**config.mk**
```make
export PLATFORM = sky130hd
export DESIGN_NAME = rv32_mem_arbiter
export DESIGN_NICKNAME = d
export VERILOG_FILES = /design/src/rtl/rv32_mem_arbiter.sv
export SDC_FILE = /design/constraint.sdc
export NUM_CORES = 1
export LEC_CHECK = 0
export CAP_MARGIN = 20
export CORE_MARGIN = 3
export CORE_UTILIZATION = 38
export DETAILED_ROUTE_END_ITERATION = 12
export GPL_TIMING_DRIVEN = 1
export HOLD_SLACK_MARGIN = 0.15
export PLACE_DENSITY = 0.81
export SLEW_MARGIN = 20
export SYNTH_ARGS = -nofsm -noshare
export SYNTH_HDL_FRONTEND = slang
export SYNTH_SLANG_ARGS = --single-unit
```
**constraint.sdc**
```tcl
create_clock -name clk -period 2.8 [get_ports clk]
set_input_delay 0.84 -clock clk [delete_from_list [all_inputs] [get_ports clk]]
set_output_delay 0.84 -clock clk [all_outputs]
set_load 0.01 [all_outputs]
```
**src/rtl/rv32_mem_arbiter.sv**
```systemverilog
// Arbiter sharing one single-port memory between instruction fetch and data ports.
// Grant registered one cycle after request; done/rdata routed combinationally; a watchdog flags a stuck memory.
module rv32_mem_arbiter #(
    parameter bit DATA_FIRST = 1'b1,
    parameter int TIMEOUT    = 255,
    parameter int ADDR_W     = 32
) (
    input  logic              clk,
    input  logic              resetn,
    input  logic              i_req_valid,
    input  logic [ADDR_W-1:0] i_req_addr,
    output logic              i_done,
    output logic [31:0]       i_rdata,
    input  logic              d_req_valid,
    input  logic              d_req_we,
    input  logic [ADDR_W-1:0] d_req_addr,
    input  logic [31:0]       d_req_wdata,
    input  logic [3:0]        d_req_wstrb,
    output logic              d_done,
    output logic [31:0]       d_rdata,
    output logic              m_req_valid,
    output logic              m_req_we,
    output logic [ADDR_W-1:0] m_req_addr,
    output logic [31:0]       m_req_wdata,
    output logic [3:0]        m_req_wstrb,
    input  logic              m_done,
    input  logic [31:0]       m_rdata,
    output logic              err_timeout
);

    localparam int WD_W = (TIMEOUT > 0) ? $clog2(TIMEOUT + 1) : 1;

    typedef enum logic [1:0] {IDLE, GNT_I, GNT_D} state_t;

    state_t              state, state_nxt;
    logic [ADDR_W-1:0]   lat_addr;
    logic                lat_we;
    logic [31:0]         lat_wdata;
    logic [3:0]          lat_wstrb;
    logic [WD_W-1:0]     wd_cnt;
    logic                wd_fire;

    // Completion in the same cycle as the last allowed wait beats the watchdog.
    always_comb begin
        wd_fire = 1'b0;
        if (TIMEOUT != 0 && state != IDLE && !m_done && wd_cnt == WD_W'(TIMEOUT - 1))
            wd_fire = 1'b1;
    end

    always_comb begin
        state_nxt = state;
        case (state)
            IDLE: begin
                if (d_req_valid && (DATA_FIRST || !i_req_valid))
                    state_nxt = GNT_D;
                else if (i_req_valid)
                    state_nxt = GNT_I;
            end
            GNT_I: begin
                if (m_done)
                    state_nxt = d_req_valid ? GNT_D : IDLE;
                else if (wd_fire)
                    state_nxt = IDLE;
            end
            GNT_D: begin
                if (m_done)
                    state_nxt = i_req_valid ? GNT_I : IDLE;
                else if (wd_fire)
                    state_nxt = IDLE;
            end
            default: state_nxt = IDLE;
        endcase
    end

    always_comb begin
        m_req_valid = (state != IDLE);
        m_req_addr  = (state != IDLE) ? lat_addr : '0;
        m_req_we    = (state == GNT_D) ? lat_we : 1'b0;
        m_req_wdata = (state == GNT_D) ? lat_wdata : 32'h0;
        m_req_wstrb = (state == GNT_D) ? lat_wstrb : 4'h0;
        // A withdrawn requester gets no pulse; its response is dropped here.
        i_done      = (state == GNT_I) && m_done && i_req_valid;
        d_done      = (state == GNT_D) && m_done && d_req_valid;
        i_rdata     = i_done ? m_rdata : 32'h0;
        d_rdata     = d_done ? m_rdata : 32'h0;
    end

    always_ff @(posedge clk or negedge resetn) begin
        if (!resetn) begin
            state       <= IDLE;
            lat_addr    <= '0;
            lat_we      <= 1'b0;
            lat_wdata   <= 32'h0;
            lat_wstrb   <= 4'h0;
            wd_cnt      <= '0;
            err_timeout <= 1'b0;
        end else begin
            state <= state_nxt;
            if (state_nxt == GNT_D && state != GNT_D) begin
                lat_addr  <= d_req_addr;
                lat_we    <= d_req_we;
                lat_wdata <= d_req_wdata;
                lat_wstrb <= d_req_wstrb;
                wd_cnt    <= '0;
            end else if (state_nxt == GNT_I && state != GNT_I) begin
                lat_addr  <= i_req_addr;
                lat_we    <= 1'b0;
                lat_wdata <= 32'h0;
                lat_wstrb <= 4'h0;
                wd_cnt    <= '0;
            end else if (state != IDLE && !m_done && wd_cnt != WD_W'(TIMEOUT)) begin
                wd_cnt <= wd_cnt + 1'b1;
            end
            if (wd_fire)
                err_timeout <= 1'b1;
        end
    end

endmodule

```
## Yosys cells after proc, flatten, opt, wreduce, memory -nomap -nowiden

Index checks and enable logic that the tools add are counted.
Widths: inputs -> output; s select.

- Register bits: 80
- Logic and storage cells: 56

- Add/subtract/negate cells: 1
- Equal/unequal tests: 8
- Mux-type cells: 26
- Reduce and logical (&&, ||, !) cells: 14

Operators with widths:

| cell | count |
|---|---|
| $mux 32 | 8 |
| $mux 8 | 3 |
| $mux 2 | 6 |
| $mux 4 | 3 |
| $logic_and 1x1->1 | 9 |
| $add 8x1->8 const B | 1 |
| $eq 8x8->1 const B | 1 |
| $ne 8x8->1 const B | 1 |
| $pmux 2 s3 | 1 |
| $mux 1 | 5 |
| $eq 2x1->1 const B | 2 |
| $eq 2x2->1 const B | 2 |
| $reduce_bool 2->1 | 2 |
| $reduce_bool 3->1 | 1 |
| $logic_not 2->1 | 1 |
| $ne 2x1->1 const B | 1 |
| $ne 2x2->1 const B | 1 |
| $logic_not 1->1 | 1 |

## Longest topological paths before layout

Gate-level depths: netlist of the first run.

- Depth after elaboration: 11
- Depth in mapped cells: 7

## Worst setup path after synthesis of the first run

No wires, ideal clock.

- Path kind: input port to output port
- Start point: input port m_done
- End point: output port i_rdata[22]
- Data arrival time: 1850 ps
- Setup slack: 110 ps
- Cell stages on the path: 5
- Buffers on the path: 2
- Cell sequence: buf_2 -> nand2_1 -> nor3_1 -> clkbuf_1 -> and2_1

- Cells in the longest elaborated chain, start to end: 3

RTL lines:

| element | RTL line | text |
|---|---|---|
| start, declared | 26 | `input logic m_done,` |
| $logic_and 1x1->1 (2 in a row) | 82 | `i_done = (state == GNT_I) && m_done && i_req_valid;` |
| via i_done | 12 | `output logic i_done,` |
| $mux 32 | 84 | `i_rdata = i_done ? m_rdata : 32'h0;` |
| end, declared | 13 | `output logic [31:0] i_rdata,` |

The timed path passes the listed nets, and every way through them passes these cells.

## Worst setup path in the final report of the first run

- Start point: input port d_req_valid
- End point: output port d_rdata[24]

- Cells in the longest elaborated chain, start to end: 2

RTL lines:

| element | RTL line | text |
|---|---|---|
| start, declared | 14 | `input logic d_req_valid,` |
| $logic_and 1x1->1 | 83 | `d_done = (state == GNT_D) && m_done && d_req_valid;` |
| $mux 32 | 85 | `d_rdata = d_done ? m_rdata : 32'h0;` |
| end, declared | 20 | `output logic [31:0] d_rdata,` |

Every way passes these cells.

==> results of run 1 <==
-- cell usage after synthesis (5+ instances only) --
cell type,n
nand4_1,32
dfrtp_1,80
clkbuf_1,37
o221ai_1,32
o21ai_0,33
and2_1,133
buf_2,12
a32o_1,37
and3_1,5
buf_6,5
inv_1,38
nor4_1,5
-- per-layer routing --
metal  part of all wire, %  global-route usage (%)
met1                    36                    26.4
met5                     0                       0
met3                   7.8                    3.96
met4                   2.5                    8.72
met2                    54                    44.8
-- power breakdown --
part           total, mW  internal (mW)  switching [mW]
clock               1.44          0.968           0.473
sequential          1.78           1.56           0.217
combinational       2.60           1.39            1.22
total               5.82           3.92            1.91
-- worst paths after layout --
path,startpoint,to,slack [ns]
worst max register to register,state[0],lat_wdata[3],1.00
worst min register to register,err_timeout,err_timeout,0.46
min in group asynchronous,resetn,lat_wdata[2],0.51
max in group asynchronous,resetn,state[0],1.65
worst min-delay path,err_timeout,err_timeout,0.46
worst max-delay path,d_req_valid,d_rdata[24],0.02
-- layout make-up --
class,count,area (sq um)
Fill cell,912,3650
Inverter,38,143
Clock inverter,6,138
Timing Repair Buffer,303,3050
Sequential cell,80,2000
Clock buffer,10,229
Tap cell,143,179
Multi-Input combinational cell,329,2320
-- sequential cells by signal (all words and copies together) (netlist names) --
signal	cells
lat_addr	32
lat_wstrb	4
lat_wdata	32
state	2
err_timeout	1
lat_we	1
wd_cnt	8
-- kinds of logic after synthesis --
family / share of synthesized area [%]
AND/OR/NAND/NOR: 26.2
buffers and inverters: 8.58
AO/OA/AOI/OAI: 21.9
adder cells (fa/ha/maj): 0.535
flip-flops: 42.8
-- critical path, stage by stage --
cell	delay [ns]
dlygate4sd2_1	0.25
and3_4	0.20
bufbuf_16	0.27
and2_1	0.16
clkdlybuf4s15_2	0.22
-- timing repair --
action | in CTS | in global routing
hold buffers | 0 | 0
buffers inserted | 3 | 2
resized for setup | 187 | 25
endpoints found under the setup margin | 104 | 92
pin swaps | 1 | 1
gates cloned | 3 | 0
-- metrics by stage --
stage,worst slack [ns],hold WS [ns],TNS [ns],cell area (sq um)
detailed placement,-0.566,0.450,-32.82,7580
global placement,-0.516,0.447,-31.05,7580
finish,0.0165,0.461,0,8060
floorplan,0.110,0.483,0,4680
global route,-0.00334,0.521,-0.00373,8060
CTS,0.00108,0.467,0,8140
==> metrics.txt, run 1 <==
status finished, final reports clean; first-pass GRT wire length roughly 26000 um; DR pass1 iterations 5; syn nets about 640; min Tclk post-route 2.78 ns; # diodes 0; largest net degree at the start of global routing between 40 and 50; Finished Layout Cells a little over 900; critical path capture point type output pin; Clock Latency Late Sink between 0.3 and 0.4 ns; Max Cap Violations 0; Setup Crit Path Kind in2out; fraction of layout cells with a size suffix above 1 between 10 and 15%; grt ovf 0; CTS Sinks 80; final worst-path cycle share a little under 100%; leading post-synthesis cells by cell area dfrtp_1, and2_1, a32o_1; Placed Instances ~890; Ys Warns 0; hold path cells 1; CTS buffer count 9; antenna violations before repair 0; Syn Area/Cell between 9 and 10 sq um; Post-synth EDFFs 0; Post-Route WL about 17000 um; routed len/inst between 15 and 20 um; cell count after synthesis between 500 and 600; Tightest Hold Check Type reg2reg; CP Launch Type input port; hpwl dp approximately 13000 um; Power Total slightly below 6 mW; Bufs on Longest Clock Path 2; Final GP Congestion around 0.88; Leak Pwr about 3.4 nW; worst slew pin tran a little under 0.6 ns; core area approximately 12000 sq um; via count about 5000; initial DRC count 299; Worst R2R Path Depth 5; Clock transition at path regs roughly 0.06 ns; Yosys reg bits 80; post-layout util 68.8%; Setup violations, final 0; worst vdd ir between 0.4 and 0.5 mV; Post-DRT Antenna Nets 0; CP required around 2.0 ns; Hold Fails Final Rpt 0; chip width roughly 120 um; number of global-route vias before repair a little under 5000; fraction of registers with async set/reset 100%; Rows 39; Power per Cell Area slightly above 700 nW/um^2; H-tree levels 3; commonest non-fill, non-tap cell in the layout clkdlybuf4s50_1; Slew Limit Fails 0; Synth top area share a little over two fifths; area delta synth->final 72.2%; boundary pin count between 200 and 300; critical-path maximum fanout 8; Max-Slew Margin vs Limit just over 60%; Max Clock Skew around 0.0097 ns; global router's overall resource usage a little under a quarter; drt drc 0; Mapped Area approximately 4700 sq um; initial core utilization 40.0%; CTS tree built; DIE AREA around 14000 sq um; Via density 5.51; post-synth top area cell dfrtp_1; Post-synth top flop dfrtp_1; fmax between 0.3 and 0.4 GHz; root buffer cell clkbuf_16; # port buffers ~270; commonest cells after routing, fill and taps aside clkdlybuf4s50_1, and2_1, dfrtp_1; die height between 100 and 150 um; Seq/Total Area, Yosys between 40 and 50%; Synth cell types 39; final net count between 900 and 1000; CP arrival a little under 2 ns
No activity file was read; power rests on OpenSTA's default activity.
==> run 2: changes to the inputs <==
- CAP_MARGIN: 20 -> 25
==> results of run 2 <==
Same layout as run 1: the final DEF is identical, and so are final timing and power.
==> RTL edit 1: new RTL, flow settings as in run 1 <==
Add an input register stage for `d_req_wdata`, cleared by the reset; this delays it by one clock. The other inputs are not delayed to match.
--- a/src/rtl/rv32_mem_arbiter.sv
+++ b/src/rtl/rv32_mem_arbiter.sv
@@ -31,6 +31,16 @@
     localparam int WD_W = (TIMEOUT > 0) ? $clog2(TIMEOUT + 1) : 1;
 
     typedef enum logic [1:0] {IDLE, GNT_I, GNT_D} state_t;
+
+    logic [31:0] d_req_wdata_q;
+
+    always_ff @(posedge clk or negedge resetn) begin
+        if (!resetn) begin
+            d_req_wdata_q <= '0;
+        end else begin
+            d_req_wdata_q <= d_req_wdata;
+        end
+    end
 
     state_t              state, state_nxt;
     logic [ADDR_W-1:0]   lat_addr;
@@ -99,7 +109,7 @@
             if (state_nxt == GNT_D && state != GNT_D) begin
                 lat_addr  <= d_req_addr;
                 lat_we    <= d_req_we;
-                lat_wdata <= d_req_wdata;
+                lat_wdata <= d_req_wdata_q;
                 lat_wstrb <= d_req_wstrb;
                 wd_cnt    <= '0;
             end else if (state_nxt == GNT_I && state != GNT_I) begin
Function: changed (a bounded check fails within 4 cycles, from zero or initial values and one cycle with resetn low).
==> RTL edit 1 against run 1 <==
  * Final area up 8.3%
  * Count of clock-buffer cells in the layout is 1 lower
  * Synthesized cell count fell by 13%
  * Sequential cell count grew 32
  * Routed wire length is 3.5% higher
  * Synthesized area is 11% higher
  * Critical path depth increased by 1
  * Worst setup slack better by 4.4 ps
  * Power up 8.6%
  * Non-clock buffer count increased by 3
  * Die area rose by 10%
  * Combinational power increased by 6%
  * Highest routed layer unchanged
  * Via count decreased by 8.4%
==> RTL edit 1: results (changes against run 1) <==
.. list-table::
   :header-rows: 1

   * - Metric
     - Value
   * - Comb. pwr
     - 2.76 mW (+6%)
   * - Average cell area after synthesis
     - 11.8 um2 (+27%)
   * - Via-to-Cell Ratio
     - 5.08 (-8.0%)
   * - Leakage
     - 4.51 nW (+31%)
   * - Leading registers by flop count
     - d_req_wdata_q (32), lat_addr (32), lat_wdata (32)
   * - Worst Setup Slack post-DPL
     - -515 ps (+51.3 ps)
   * - # placed instances
     - 869 (-1.8%)
   * - Metal2 WL
     - 9.39 mm (+2.2%)
   * - Largest fanout on the critical path
     - 33 (+25)
   * - Type of the tightest min-delay check
     - input port to asynchronous set/reset pin
   * - Router iterations before antenna repair
     - 4 (-1)
   * - NumNets Final
     - 860 (-4.6%)
   * - Dominant cells by area after synthesis
     - dfrtp_1 (54%), and2_1 (12%), a22o_1 (6.2%)
   * - Metal1 wirelength
     - 6.32 mm (+3.2%)
   * - Top cell family by delay on the critical path
     - simple AND/OR/NAND/NOR gates
   * - First-pass GRT wire length
     - 25.3 mm (-1.1%)
   * - Final worst clock skew
     - 10.6 ps (+0.842 ps)
   * - Total routing usage reported by global routing
     - 0.222 (-0.0145)
   * - Met3 Routed Length
     - 1.36 mm (+2.7%)
   * - Commonest cells in the synthesized netlist
     - dfrtp_1 (112), and2_1 (103), a22o_1 (37)
   * - Total wirelength of the detailed-routed design
     - 17.7 mm (+3.5%)
   * - 1st-iter DRT viols
     - 263 (-12%)
   * - Global Route met1 Usage
     - 0.240 (-0.0243)
   * - Outcome
     - finished clean
   * - Register clock-pin slew on the reported worst setup and hold paths
     - 80 ps (+20 ps)
   * - Initial antenna violation count
     - 5 (+5)
   * - Seq/Total Area, Yosys
     - 0.540 (+0.112)
   * - P_int
     - 4.31 mW (+10%)
   * - Share of layout cells above drive strength 1
     - 0.138 (-0.00287)
   * - Yosys cell types
     - 41 (+5.1%)
   * - DP Wirelength
     - 12.7 mm (+1.3%)
   * - Highest metal layer with signal wires
     - met4
   * - Skew-Pair Late Insertion Delay
     - 350 ps (+20 ps)
   * - Transition time at the pin with the least slew margin
     - 381 ps (-204 ps)
   * - Met3 Use GR
     - 0.0594 (+0.0199)
   * - Master of the slowest instance on the critical path
     - dfrtp_1
   * - RePlAce Congestion
     - 0.874 (-0.26%)
   * - Number of hold-slack violations in the final timing report
     - 0 (unchanged)
   * - Average detailed-routed wire length per instance
     - 19.5 um (+3.9%)
   * - Portion of total power attributed to sequential cells
     - 0.356 (+0.051)
   * - Met2 layer usage reported by global route
     - 0.397 (-0.0512)
   * - Placement-stage cell area
     - 8140 um2 (+7.3%)
   * - IR drop worst, VDD
     - 0.000431 V (+5.4%)
-- RTL edit 1: cell types whose count changed after synthesis, sizes merged, moves of 32 or more --
cell / delta
o221ai: -32
inv: -33
a22o: +37
a221o: +32
dfrtp: +32
nor3b: +33
o21ai: -33
a32o: -37
-- RTL edit 1: logic make-up (layout without fill, tap and decap cells) --
family | count (synthesis) | count (layout) | share of synthesized area
other cells | 0 | 5 | 0
buf+inv | 41 | 326 | 0.0477
flops | 112 | 112 | 0.540
xor+xnor | 1 | 1 | 0.00169
mux | 2 | 2 | 0.00386
compound gates | 87 | 87 | 0.150
simple gates | 194 | 194 | 0.252
fa+ha+maj | 2 | 2 | 0.00482
-- RTL edit 1: area by class of cell --
| cell class | instances | area [um2] |
|---|---|---|
| Sequential cell | 112 | 2800 |
| Inverter | 5 | 18.8 |
| Tap cell | 176 | 220 |
| Antenna cell | 5 | 12.5 |
| Timing Repair Buffer | 306 | 3210 |
| Fill cell | 1004 | 4570 |
| Clock inverter | 6 | 75.1 |
| Multi-Input combinational cell | 286 | 2170 |
| Clock buffer | 9 | 225 |
-- RTL edit 1: path summary, 6_finish.rpt --
check / startpoint / end / slack (ps) / cells after the start
max in group asynchronous: resetn / lat_addr[10] / 1690 / 2
worst min-delay path: resetn / lat_wstrb[3] / 380 / 1
worst max register to register: state[0] / lat_wdata[18] / 870 / 8
worst min register to register: err_timeout / err_timeout / 470 / 1
worst max-delay path: state[0] / d_rdata[1] / 20 / 6
min in group clk: err_timeout / err_timeout / 470 / 1
-- RTL edit 1: repair_timing --
action                                  4_1_cts  5_1_grt
endpoints found under the setup margin      103       63
gates cloned                                  3        3
setup buffers                                 4        6
hold endpoints to repair                      0        0
pin swaps                                     2        1
gates resized for setup                     168       46
==> RTL edit 2: new RTL, flow settings as in run 1 <==
Made on the original files. `DATA_FIRST`: 1'b1 -> 1'b0.
--- a/src/rtl/rv32_mem_arbiter.sv
+++ b/src/rtl/rv32_mem_arbiter.sv
@@ -1,7 +1,7 @@
 // Arbiter sharing one single-port memory between instruction fetch and data ports.
 // Grant registered one cycle after request; done/rdata routed combinationally; a watchdog flags a stuck memory.
 module rv32_mem_arbiter #(
-    parameter bit DATA_FIRST = 1'b1,
+    parameter bit DATA_FIRST = 1'b0,
     parameter int TIMEOUT    = 255,
     parameter int ADDR_W     = 32
 ) (
Formal check against the unedited RTL: not equivalent (Yosys sat finds a counterexample within 4 cycles, from zero or initial values and one cycle with resetn low).
==> RTL edit 2 against run 1 <==
  * Power fell by 5.6%
  * Synthesized area shrank 4.8%
  * Worst setup slack gained 31 ps
  * Clock skew down 2.2 ps
  * Final area is 3.2% lower
  * Highest routed layer unchanged
  * Routed wire length down 3.2%
  * Sequential share of layout area rose by 0.81 points
  * Critical path type is now flop to output port
  * Sequential cell count did not move
==> RTL edit 2: results (changes against run 1) <==
.. list-table::
   :header-rows: 1

   * - Metric
     - Value
   * - Yosys cell types
     - 34 (-13%)
   * - IR drop worst, VDD
     - 0.000485 V (+19%)
   * - Outcome
     - finished clean
   * - Worst flop-to-flop path startpoint
     - state[1]
   * - DP Wirelength
     - 11.6 mm (-7.2%)
   * - Largest fanout on the critical path
     - 18 (+10)
   * - Master of the slowest instance on the critical path
     - clkdlybuf4s50_1
   * - Transition time at the pin with the least slew margin
     - 617 ps (+31.4 ps)
   * - Horizontal extent of the die
     - 114 um (-2.3%)
   * - 1st-iter DRT viols
     - 272 (-9.0%)
   * - Total wirelength of the detailed-routed design
     - 16.5 mm (-3.2%)
   * - Share of layout cells above drive strength 1
     - 0.145 (+0.00439)
   * - Via count of the routed design
     - 4813 (-4.0%)
   * - First-pass GRT wire length
     - 25.3 mm (-1.0%)
   * - Mux contribution to synthesized area
     - 0.0786 (+0.0786)
   * - Slowest cell delay on critical path
     - 480 ps (+210 ps)
   * - Number of global-route vias before repair
     - 4928 (-0.61%)
   * - Final worst clock skew
     - 7.55 ps (-2.17 ps)
   * - Pin count of the biggest net entering global routing
     - 71 (+54%)
   * - Seq/Total Area, Yosys
     - 0.449 (+0.0215)
   * - Endpoint of the worst-slack reg-to-reg timing path
     - lat_addr[24]
   * - Data arrival time at the worst-slack endpoint
     - 1910 ps (-30 ps)
   * - Filler instances
     - 864 (-5.3%)
   * - Leakage
     - 4.08 nW (+18%)
   * - Average detailed-routed wire length per instance
     - 17.7 um (-5.5%)
   * - NumNets Final
     - 926 (+2.8%)
   * - Post-synthesis share of cell area spent on xor and xnor gates
     - 0.00197 (+0.00197)
   * - Commonest cells in the synthesized netlist
     - nand2_1 (110), dfrtp_1 (80), and2_1 (64)
   * - # placed instances
     - 905 (+2.3%)
   * - Compound-gate portion of the synthesized area
     - 0.0604 (-0.158)
   * - Clock tree root driver cell
     - clkbuf_16
   * - Post-Syn Nets
     - 657 (+2.3%)
   * - FF-to-FF path depth
     - 6 (+1)
   * - Mapped Cells
     - 517 (+3.0%)
   * - Total routing usage reported by global routing
     - 0.245 (+0.00870)
   * - Adder and majority cell fraction of the synthesized area
     - 0.00562 (+0.000269)
RTL edit 2: cell count changes after synthesis, moves of 5 or more:
cell,change
nand4_1,-28
nor2b_1,+31
nand2_1,+106
and3_1,+35
nand3_1,+34
clkbuf_1,-15
a32o_1,-37
and2_1,-69
mux2i_1,+35
nor4_1,-5
o221ai_1,-32
inv_1,-33
RTL edit 2: kinds of logic (layout without fill, tap and decap cells):
kind of cell / count (synthesis) / after routing
flops: 80 / 80
xor+xnor: 1 / 1
mux: 35 / 35
buf+inv: 46 / 320
simple gates: 306 / 306
compound gates: 47 / 47
fa+ha+maj: 2 / 2
RTL edit 2: worst min path at each step:
| stage | start | to | slack [ps] | depth (start not counted) |
|---|---|---|---|---|
| global route | err_timeout | err_timeout | 510 | 1 |
| floorplan | lat_wdata[0] | lat_wdata[0] | 460 | 2 |
| CTS | lat_wdata[2] | lat_wdata[2] | 490 | 2 |
| detailed placement | lat_wdata[2] | lat_wdata[2] | 480 | 2 |
| global placement | lat_wdata[12] | lat_wdata[12] | 470 | 2 |
| finish | lat_wdata[2] | lat_wdata[2] | 490 | 2 |
RTL edit 2: what timing repair did:
action | CTS | global route
gates cloned | 3 | 1
setup buffers | 3 | 3
pin swaps | 3 | 2
setup endpoints to repair | 136 | 89
gates resized for setup | 227 | 40
RTL edit 2: cell type report:
| cell class | count | area share |
|---|---|---|
| well taps | 140 | 0.0224 |
| flip-flops and latches | 80 | 0.257 |
| multi-input cells | 391 | 0.293 |
| inverters | 5 | 0.00241 |
| clock inverters | 5 | 0.00481 |
| repair buffers | 299 | 0.388 |
| clock buffers | 11 | 0.0324 |
RTL edit 2: where the power goes:
| part | switching [mW] | internal (mW) | total, mW |
|---|---|---|---|
| Combinational | 1.22 | 1.30 | 2.52 |
| Clock | 0.492 | 0.654 | 1.15 |
| Sequential | 0.240 | 1.59 | 1.83 |
RTL edit 2: per-layer routing:
metal  vias to the layer above  track usage  part of all wire
met2                       216        0.426              0.51
met4                         0       0.0776             0.023
met5                         -            0                 0
li1                       2246            -                 -
met1                      2314        0.291              0.38
met3                        37       0.0745             0.079
RTL edit 2: critical path: cells and delay by family, from the launching register on:
family                 cells  cell delay, ps
buffers and inverters      3             850
DFF                        1             440
and+or+nand+nor            2             290
RTL edit 2: stage by stage:
stage | setup slack, ps | instance area [um2]
floorplan | 103 | 4460
global placement | -534 | 7400
detailed placement | -559 | 7400
CTS | 0.281 | 7780
global route | -18.3 | 7800
finish | 47.2 | 7800
